### src/rtl/rtu_rob_pkg.sv
// Shared types and helpers for the RTU reorder buffer.
package rtu_rob_pkg;

    localparam int DEF_DEPTH    = 16;
    localparam int DEF_RETIRE_W = 2;
    localparam int DEF_PREG_W   = 6;
    localparam int DEF_PC_W     = 64;
    localparam int MAX_RW       = 4;

    typedef struct packed {
        logic                  vld;
        logic                  complete;
        logic                  bju;
        logic                  ras;
        logic [DEF_PC_W-1:0]   pc;
        logic                  dst_vld;
        logic [4:0]            dst;
        logic [DEF_PREG_W-1:0] pdst;
    } rob_entry_t;

    function automatic logic [2:0] popcount(input logic [MAX_RW-1:0] v);
        logic [2:0] c;
        c = '0;
        for (int i = 0; i < MAX_RW; i++) begin
            c = c + {2'b00, v[i]};
        end
        return c;
    endfunction

endpackage

### src/rtl/rtu_rob_if.sv
// Allocation, completion and retire bundle of the reorder buffer.
interface rtu_rob_if #(
    parameter int DEPTH     = 16,
    parameter int RETIRE_W  = 2,
    parameter int CPL_PORTS = 2,
    parameter int PC_W      = 64,
    parameter int PREG_W    = 6,
    parameter int IID_W     = $clog2(DEPTH)
);
    logic                       create_vld;
    logic [PC_W-1:0]            create_pc;
    logic                       create_dst_vld;
    logic [4:0]                 create_dst;
    logic [PREG_W-1:0]          create_pdst;
    logic                       create_ras;
    logic                       create_rdy;
    logic [IID_W-1:0]           create_iid;
    logic [CPL_PORTS-1:0]       cpl_vld;
    logic [CPL_PORTS*IID_W-1:0] cpl_iid;
    logic [CPL_PORTS-1:0]       cpl_bju;
    logic                       rtu_global_flush;
    logic [RETIRE_W-1:0]        retire_vld;
    logic [RETIRE_W*PC_W-1:0]   retire_pc;
    logic [RETIRE_W-1:0]        retire_dst_vld;
    logic [RETIRE_W*5-1:0]      retire_dst;
    logic [RETIRE_W*PREG_W-1:0] retire_pdst;
    logic                       flush_vld;
    logic                       jump_vld;
    logic                       empty;
    logic [IID_W:0]             entry_cnt;

    modport slave (
        input  create_vld, create_pc, create_dst_vld,
        input  create_dst, create_pdst, create_ras,
        output create_rdy, create_iid,
        input  cpl_vld, cpl_iid, cpl_bju,
        input  rtu_global_flush,
        output retire_vld, retire_pc, retire_dst_vld,
        output retire_dst, retire_pdst,
        output flush_vld, jump_vld, empty, entry_cnt
    );

    modport master (
        output create_vld, create_pc, create_dst_vld,
        output create_dst, create_pdst, create_ras,
        input  create_rdy, create_iid,
        output cpl_vld, cpl_iid, cpl_bju,
        output rtu_global_flush,
        input  retire_vld, retire_pc, retire_dst_vld,
        input  retire_dst, retire_pdst,
        input  flush_vld, jump_vld, empty, entry_cnt
    );

endinterface

### src/rtl/rtu_rob_retire_sel.sv
// Picks the in-order run of retirable head slots, stopping at a redirect.
module rtu_rob_retire_sel
    import rtu_rob_pkg::*;
#(
    parameter int RETIRE_W = DEF_RETIRE_W
) (
    input  logic                i_block,
    input  logic [RETIRE_W-1:0] i_vld,
    input  logic [RETIRE_W-1:0] i_cpl,
    input  logic [RETIRE_W-1:0] i_redir,
    output logic [RETIRE_W-1:0] o_retire_vld,
    output logic                o_redirect_hit,
    output logic [2:0]          o_retire_num
);

    logic              w_go;
    logic [MAX_RW-1:0] w_pad;

    // w_go drops at the first non-retirable slot or after a redirect
    always_comb begin
        o_retire_vld   = '0;
        o_redirect_hit = 1'b0;
        w_go           = ~i_block;
        for (int k = 0; k < RETIRE_W; k++) begin
            if (w_go && i_vld[k] && i_cpl[k]) begin
                o_retire_vld[k] = 1'b1;
                if (i_redir[k]) begin
                    o_redirect_hit = 1'b1;
                    w_go           = 1'b0;
                end
            end else begin
                w_go = 1'b0;
            end
        end
    end

    always_comb begin
        w_pad                 = '0;
        w_pad[RETIRE_W-1:0]   = o_retire_vld;
        o_retire_num          = popcount(w_pad);
    end

endmodule

### src/rtl/rtu_rob.sv
// Reorder buffer: in-order allocate, out-of-order complete,
// multi-slot in-order retire with redirect flush pulse.
module rtu_rob
    import rtu_rob_pkg::*;
#(
    parameter int DEPTH     = DEF_DEPTH,
    parameter int RETIRE_W  = DEF_RETIRE_W,
    parameter int CPL_PORTS = 2,
    parameter int PC_W      = DEF_PC_W,
    parameter int PREG_W    = DEF_PREG_W,
    parameter int IID_W     = $clog2(DEPTH)
) (
    input logic     clk,
    input logic     rst_clk,
    rtu_rob_if.slave bus
);

    typedef logic [IID_W:0] ptr_t;

    rob_entry_t r_ent     [DEPTH];
    rob_entry_t w_ent_nxt [DEPTH];
    ptr_t       r_head;
    ptr_t       r_tail;
    logic       r_flush;

    logic                w_full;
    logic                w_block;
    logic                w_create;
    logic [DEPTH-1:0]    w_cpl_hit;
    logic [DEPTH-1:0]    w_bju_hit;
    logic [IID_W-1:0]    w_slot_idx [RETIRE_W];
    logic [RETIRE_W-1:0] w_s_vld;
    logic [RETIRE_W-1:0] w_s_cpl;
    logic [RETIRE_W-1:0] w_s_redir;
    logic [RETIRE_W-1:0] w_ret_vld;
    logic                w_redir_hit;
    logic [2:0]          w_ret_num;
    logic [IID_W-1:0]    w_tail_idx;
    logic [IID_W-1:0]    w_ciid;

    assign w_tail_idx = r_tail[IID_W-1:0];
    assign w_full     = (r_head[IID_W-1:0] == w_tail_idx)
                      && (r_head[IID_W] != r_tail[IID_W]);
    assign w_block    = r_flush | bus.rtu_global_flush;
    assign w_create   = bus.create_vld & bus.create_rdy;

    // Per-entry completion strobes, ORed across ports
    always_comb begin
        w_cpl_hit = '0;
        w_bju_hit = '0;
        w_ciid    = '0;
        for (int p = 0; p < CPL_PORTS; p++) begin
            w_ciid = bus.cpl_iid[p*IID_W +: IID_W];
            if (bus.cpl_vld[p]) begin
                w_cpl_hit[w_ciid] = 1'b1;
                if (bus.cpl_bju[p]) begin
                    w_bju_hit[w_ciid] = 1'b1;
                end
            end
        end
    end

    always_comb begin
        for (int k = 0; k < RETIRE_W; k++) begin
            w_slot_idx[k] = r_head[IID_W-1:0] + IID_W'(k);
            w_s_vld[k]    = r_ent[w_slot_idx[k]].vld;
            w_s_cpl[k]    = r_ent[w_slot_idx[k]].complete
                          | w_cpl_hit[w_slot_idx[k]];
            w_s_redir[k]  = r_ent[w_slot_idx[k]].bju
                          | r_ent[w_slot_idx[k]].ras
                          | w_bju_hit[w_slot_idx[k]];
        end
    end

    rtu_rob_retire_sel #(
        .RETIRE_W (RETIRE_W)
    ) u_sel (
        .i_block        (w_block),
        .i_vld          (w_s_vld),
        .i_cpl          (w_s_cpl),
        .i_redir        (w_s_redir),
        .o_retire_vld   (w_ret_vld),
        .o_redirect_hit (w_redir_hit),
        .o_retire_num   (w_ret_num)
    );

    // Retire clears after completion so a bypassed bit is not left set
    always_comb begin
        w_ent_nxt = r_ent;
        if (w_block) begin
            for (int i = 0; i < DEPTH; i++) begin
                w_ent_nxt[i] = '0;
            end
        end else begin
            for (int i = 0; i < DEPTH; i++) begin
                if (r_ent[i].vld && w_cpl_hit[i]) begin
                    w_ent_nxt[i].complete = 1'b1;
                    w_ent_nxt[i].bju      = r_ent[i].bju | w_bju_hit[i];
                end
            end
            for (int k = 0; k < RETIRE_W; k++) begin
                if (w_ret_vld[k]) begin
                    w_ent_nxt[w_slot_idx[k]] = '0;
                end
            end
            if (w_create) begin
                w_ent_nxt[w_tail_idx].vld      = 1'b1;
                w_ent_nxt[w_tail_idx].complete = 1'b0;
                w_ent_nxt[w_tail_idx].bju      = 1'b0;
                w_ent_nxt[w_tail_idx].ras      = bus.create_ras;
                w_ent_nxt[w_tail_idx].pc       = bus.create_pc;
                w_ent_nxt[w_tail_idx].dst_vld  = bus.create_dst_vld;
                w_ent_nxt[w_tail_idx].dst      = bus.create_dst;
                w_ent_nxt[w_tail_idx].pdst     =
                    (bus.create_dst == 5'd0) ? '0 : bus.create_pdst;
            end
        end
    end

    always_ff @(posedge clk) begin
        if (rst_clk) begin
            for (int i = 0; i < DEPTH; i++) begin
                r_ent[i] <= '0;
            end
            r_head  <= '0;
            r_tail  <= '0;
            r_flush <= 1'b0;
        end else begin
            r_ent   <= w_ent_nxt;
            r_flush <= w_redir_hit;
            if (w_block) begin
                r_tail <= r_head;
            end else begin
                r_head <= r_head + ptr_t'(w_ret_num);
                r_tail <= r_tail + ptr_t'(w_create);
            end
        end
    end

    always_comb begin
        bus.retire_pc      = '0;
        bus.retire_dst_vld = '0;
        bus.retire_dst     = '0;
        bus.retire_pdst    = '0;
        for (int k = 0; k < RETIRE_W; k++) begin
            bus.retire_pc[k*PC_W +: PC_W]       = r_ent[w_slot_idx[k]].pc;
            bus.retire_dst_vld[k]               = r_ent[w_slot_idx[k]].dst_vld;
            bus.retire_dst[k*5 +: 5]            = r_ent[w_slot_idx[k]].dst;
            bus.retire_pdst[k*PREG_W +: PREG_W] = r_ent[w_slot_idx[k]].pdst;
        end
    end

    assign bus.retire_vld = w_ret_vld;
    assign bus.create_rdy = ~w_full & ~w_block;
    assign bus.create_iid = w_tail_idx;
    assign bus.flush_vld  = r_flush;
    assign bus.jump_vld   = r_flush;
    assign bus.empty      = (r_head == r_tail);
    assign bus.entry_cnt  = r_tail - r_head;

endmodule

### src/flat_wrapper.sv
// flat-port wrapper written by rule: the top's interface ports become plain ports
module rtu_rob_flat import rtu_rob_pkg::*;
#(
    parameter int DEPTH     = DEF_DEPTH,
    parameter int RETIRE_W  = DEF_RETIRE_W,
    parameter int CPL_PORTS = 2,
    parameter int PC_W      = DEF_PC_W,
    parameter int PREG_W    = DEF_PREG_W,
    parameter int IID_W     = $clog2(DEPTH)
)
  (clk, rst_clk, bus_create_vld, bus_create_pc, bus_create_dst_vld, bus_create_dst, bus_create_pdst, bus_create_ras, bus_create_rdy, bus_create_iid, bus_cpl_vld, bus_cpl_iid, bus_cpl_bju, bus_rtu_global_flush, bus_retire_vld, bus_retire_pc, bus_retire_dst_vld, bus_retire_dst, bus_retire_pdst, bus_flush_vld, bus_jump_vld, bus_empty, bus_entry_cnt);
  rtu_rob_if #(.DEPTH(DEPTH), .RETIRE_W(RETIRE_W), .CPL_PORTS(CPL_PORTS), .PC_W(PC_W), .PREG_W(PREG_W), .IID_W(IID_W)) bus_i ();
  input logic clk;
  input logic rst_clk;
  input wire logic [$bits(bus_i.create_vld)-1:0] bus_create_vld;
  input wire logic [$bits(bus_i.create_pc)-1:0] bus_create_pc;
  input wire logic [$bits(bus_i.create_dst_vld)-1:0] bus_create_dst_vld;
  input wire logic [$bits(bus_i.create_dst)-1:0] bus_create_dst;
  input wire logic [$bits(bus_i.create_pdst)-1:0] bus_create_pdst;
  input wire logic [$bits(bus_i.create_ras)-1:0] bus_create_ras;
  output wire logic [$bits(bus_i.create_rdy)-1:0] bus_create_rdy;
  output wire logic [$bits(bus_i.create_iid)-1:0] bus_create_iid;
  input wire logic [$bits(bus_i.cpl_vld)-1:0] bus_cpl_vld;
  input wire logic [$bits(bus_i.cpl_iid)-1:0] bus_cpl_iid;
  input wire logic [$bits(bus_i.cpl_bju)-1:0] bus_cpl_bju;
  input wire logic [$bits(bus_i.rtu_global_flush)-1:0] bus_rtu_global_flush;
  output wire logic [$bits(bus_i.retire_vld)-1:0] bus_retire_vld;
  output wire logic [$bits(bus_i.retire_pc)-1:0] bus_retire_pc;
  output wire logic [$bits(bus_i.retire_dst_vld)-1:0] bus_retire_dst_vld;
  output wire logic [$bits(bus_i.retire_dst)-1:0] bus_retire_dst;
  output wire logic [$bits(bus_i.retire_pdst)-1:0] bus_retire_pdst;
  output wire logic [$bits(bus_i.flush_vld)-1:0] bus_flush_vld;
  output wire logic [$bits(bus_i.jump_vld)-1:0] bus_jump_vld;
  output wire logic [$bits(bus_i.empty)-1:0] bus_empty;
  output wire logic [$bits(bus_i.entry_cnt)-1:0] bus_entry_cnt;
  assign bus_i.create_vld = bus_create_vld;
  assign bus_i.create_pc = bus_create_pc;
  assign bus_i.create_dst_vld = bus_create_dst_vld;
  assign bus_i.create_dst = bus_create_dst;
  assign bus_i.create_pdst = bus_create_pdst;
  assign bus_i.create_ras = bus_create_ras;
  assign bus_create_rdy = bus_i.create_rdy;
  assign bus_create_iid = bus_i.create_iid;
  assign bus_i.cpl_vld = bus_cpl_vld;
  assign bus_i.cpl_iid = bus_cpl_iid;
  assign bus_i.cpl_bju = bus_cpl_bju;
  assign bus_i.rtu_global_flush = bus_rtu_global_flush;
  assign bus_retire_vld = bus_i.retire_vld;
  assign bus_retire_pc = bus_i.retire_pc;
  assign bus_retire_dst_vld = bus_i.retire_dst_vld;
  assign bus_retire_dst = bus_i.retire_dst;
  assign bus_retire_pdst = bus_i.retire_pdst;
  assign bus_flush_vld = bus_i.flush_vld;
  assign bus_jump_vld = bus_i.jump_vld;
  assign bus_empty = bus_i.empty;
  assign bus_entry_cnt = bus_i.entry_cnt;
  rtu_rob #(.DEPTH(DEPTH), .RETIRE_W(RETIRE_W), .CPL_PORTS(CPL_PORTS), .PC_W(PC_W), .PREG_W(PREG_W), .IID_W(IID_W)) u_core (.clk(clk), .rst_clk(rst_clk), .bus(bus_i));
endmodule
### config.mk
export PLATFORM = sky130hd
export DESIGN_NAME = rtu_rob_flat
export DESIGN_NICKNAME = d
export VERILOG_FILES = /design/src/rtl/rtu_rob_pkg.sv /design/src/rtl/rtu_rob_if.sv /design/src/rtl/rtu_rob_retire_sel.sv /design/src/rtl/rtu_rob.sv /design/src/flat_wrapper.sv
export SDC_FILE = /design/constraint.sdc
export NUM_CORES = 2
export LEC_CHECK = 0
export ABC_AREA = 1
export CAP_MARGIN = 20
export CORE_MARGIN = 2
export CORE_UTILIZATION = 30
export CTS_CLUSTER_SIZE = 8
export DETAILED_ROUTE_END_ITERATION = 12
export PLACE_DENSITY = 0.42
export SKIP_CTS_REPAIR_TIMING = 1
export SLEW_MARGIN = 10
export SYNTH_ARGS = -nofsm -noshare
export SYNTH_HDL_FRONTEND = slang
export SYNTH_SLANG_ARGS = --single-unit
### constraint.sdc
create_clock -name clk -period 9.8 [get_ports clk]
set_input_delay 1.96 -clock clk [delete_from_list [all_inputs] [get_ports clk]]
set_output_delay 1.96 -clock clk [all_outputs]
set_load 0.05 [all_outputs]
==> flow_summary.toml <==
[drt]
drc = 0
wl_mm = 392
post_drt_via_cell_ratio = 5.65
via_count = 80748
routedWlPerCell_um = 27.4
ant_nets = 0
drt_iter0_markers = 10845
drtPass1Iterations = 7

[pwr]
p_per_area_nw_per_um2 = 145
ir_drop_v = 0.000162
p_leak_nw = 28.4
finalPower_mw = 11.7

[synthesis]
ys_seq_area_frac = 0.359
syn_nets = 11676
yosys_warnings = 0
synth_area_um2 = 72100
syn_area_per_cell_um2 = 6.23
yosysUniqueCellTypes = 41
synth_cells = 11569
synth_seq_cells = 1291

[clock_network]
clkTransAtPathRegs_ns = 0.06
htreeDepth = 4
insertion_delay_ns = 0.86
cts_root_buffer = "clkbuf_16"
cts_tree = "done"
cts_made_buffers = 181
cts.sinks = 1291
cts_max_path_buffers = 3

[timing]
slew_violations = 0
worst_slew_pin_slew_ns = 1.31
skew_ns = 0.0351
relSlewSlack = 0.124
setup_viol = 0
fmax_mhz = 115
min_period_ns = 8.67
period_share = 0.884
rsz0062_at_grt = "false"
tns_ns = 0
hold_violations = 0
holdWs_ns = 0.453

[floorplanning]
ioPinCount = 260
die_height_um = 494
die_area_um2 = 244000
core-area_um2 = 238000
die_w_um = 494
initial_core_util = 0.302
num_rows = 179

[setup_path]
cp.arrival_ns = 6.71
critPathMaxStageDelay_ns = 1.05
worstSetupPathType = "flip-flop to output port"
critPathMaxFanout = 94
startpoint_type = "flip-flop"
r2r_start = "u_core.r_head[1]"
path_buf_inv = 4
rr_endpoint = "u_core.r_ent[407]"
r2r_cells = 15
slowest_stage = "dfxtp_4"
crit_path_end_kind = "output port"
rrSetupSlack_ns = 3.09
cp_top_family = "buffers and inverters"
crit_required_ns = 7.84
cp_cell_sequence = "inv_8, ha_4, buf_4, buf_4, a21oi_1, o21ai_0, o21ai_0, a2111o_1, clkdlybuf4s50_1"

[status]
status = "complete, no violations"

[grt]
grt_usage = 0.307
grt_antenna_before_repair = 26
grt_pass1_vias = 72717
gr-total-overflow = 0
grt_max_degree = 260
grt_pass1_wl_mm = 548

[worst_hold_path]
worstHoldStart = "u_core.r_ent[903]"
worstHoldPathCells = 2
worstHoldPathType = "flip-flop to flip-flop"
worstHoldEndpoint = "u_core.r_ent[903]"

[flow_run]
cap_violations = 0

[place]
dpl_cell_area_um2 = 75800
dpl.cell_count = 14076
gp_congestion = 0.844
io_buffers = 259
dp_hpwl_mm = 199

[final_layout]
final_cell_mix = "nand2_1 (2723), a21oi_1 (2295), dfxtp_1 (1289)"
drive_gt1_frac = 0.0371
stdcell_count = 14302
syn_to_final_growth_pct = 12.0
layout_commonest_cell = "nand2_1"
nets = 11202
final_area_um2 = 80700
[synthesized netlist by cell type, drive strengths merged]
library cell	n	share of area
a2111o	76	0.012
a21oi	2295	0.16
a221oi	1	0.00012
a31oi	4	0.00035
and2	4	0.00035
buf	418	0.028
clkbuf	629	0.033
clkinv	10	0.00052
dfxtp	1291	0.36
fa	2	0.00056
ha	12	0.0021
inv	993	0.052
nand2	2740	0.14
nand3	696	0.048
nand3b	1	0.00010
nand4	96	0.0083
nor2	809	0.043
nor3	14	0.00097
o211a	1	0.00014
o211ai	84	0.0087
o21a	1	0.00010
o21ai	1298	0.090
o21bai	1	0.00010
o22ai	1	0.000087
o311ai	6	0.00073
o31ai	2	0.00021
or4	76	0.0079
xnor2	4	0.00049
xor2	4	0.00059
[state kept, by name, indices dropped and copies added, names as in the netlist]
signal	flops
u_core.bus.flush_vld	1
u_core.r_head	5
u_core.r_ent	1280
u_core.r_tail	5
[layout make-up]
cell class | count | area [um^2]
timing repair buffer | 390 | 3860
tap | 3167 | 3960
multi-input combinational | 8228 | 38200
sequential | 1291 | 25900
antenna | 10 | 25.0
inverter | 1003 | 3940
clock inverter | 9 | 124
clock buffer | 204 | 4740
fill | 25955 | 158000
[tightest hold or removal path: stages, from the launching register on]
cell and delay [ns]:
dfxtp_1 0.31, nand2_1 0.06, nand2_1 0.04
[how the worst max path moves through the flow]
stage / slack [ns] / from / endpoint / depth (start not counted)
floorplan: 3.59 / u_core.r_head[0] / bus_retire_pc[100] / 19
global placement: 1.73 / bus_cpl_vld[0] / bus_retire_vld[1] / 16
detailed placement: 1.83 / bus_cpl_vld[0] / bus_retire_vld[1] / 14
CTS: 1.22 / u_core.r_head[1] / bus_retire_pc[64] / 9
global route: 1.05 / u_core.r_head[1] / bus_retire_pc[64] / 9
finish: 1.13 / u_core.r_head[1] / bus_retire_pc[64] / 9
[layer usage]
metal  track usage  wire length (um)
met1         0.429            172000
met2         0.477            172000
met3        0.0473             34000
met4         0.109             13500
met5             0                43
[kinds of logic after synthesis]
logic type,count (synthesis),synth area share
and+or+nand+nor,4436,0.253
AOI/OAI and AO/OA,3770,0.272
buffers and inverters,2050,0.113
DFF,1291,0.359
adders and majority gates,14,0.00264
xor gates and xnor gates,8,0.00108
[per-stage QoR]
stage / utilization / setup slack (ns)
CTS: 0.338 / 1.22
finish: 0.339 / 1.13
floorplan: - / 3.59
global route: 0.339 / 1.05
global placement: 0.318 / 1.73
detailed placement: 0.318 / 1.83
[where the power goes]
part           total (mW)  internal, mW  leakage [nW]  switching (mW)
clock                5.91          3.35          2.38            2.56
sequential           5.27          5.26          10.4         0.00939
combinational       0.519        0.0979          15.6           0.422
total                11.7          8.72          28.4            2.99
Power figures use the tool's default switching activity.
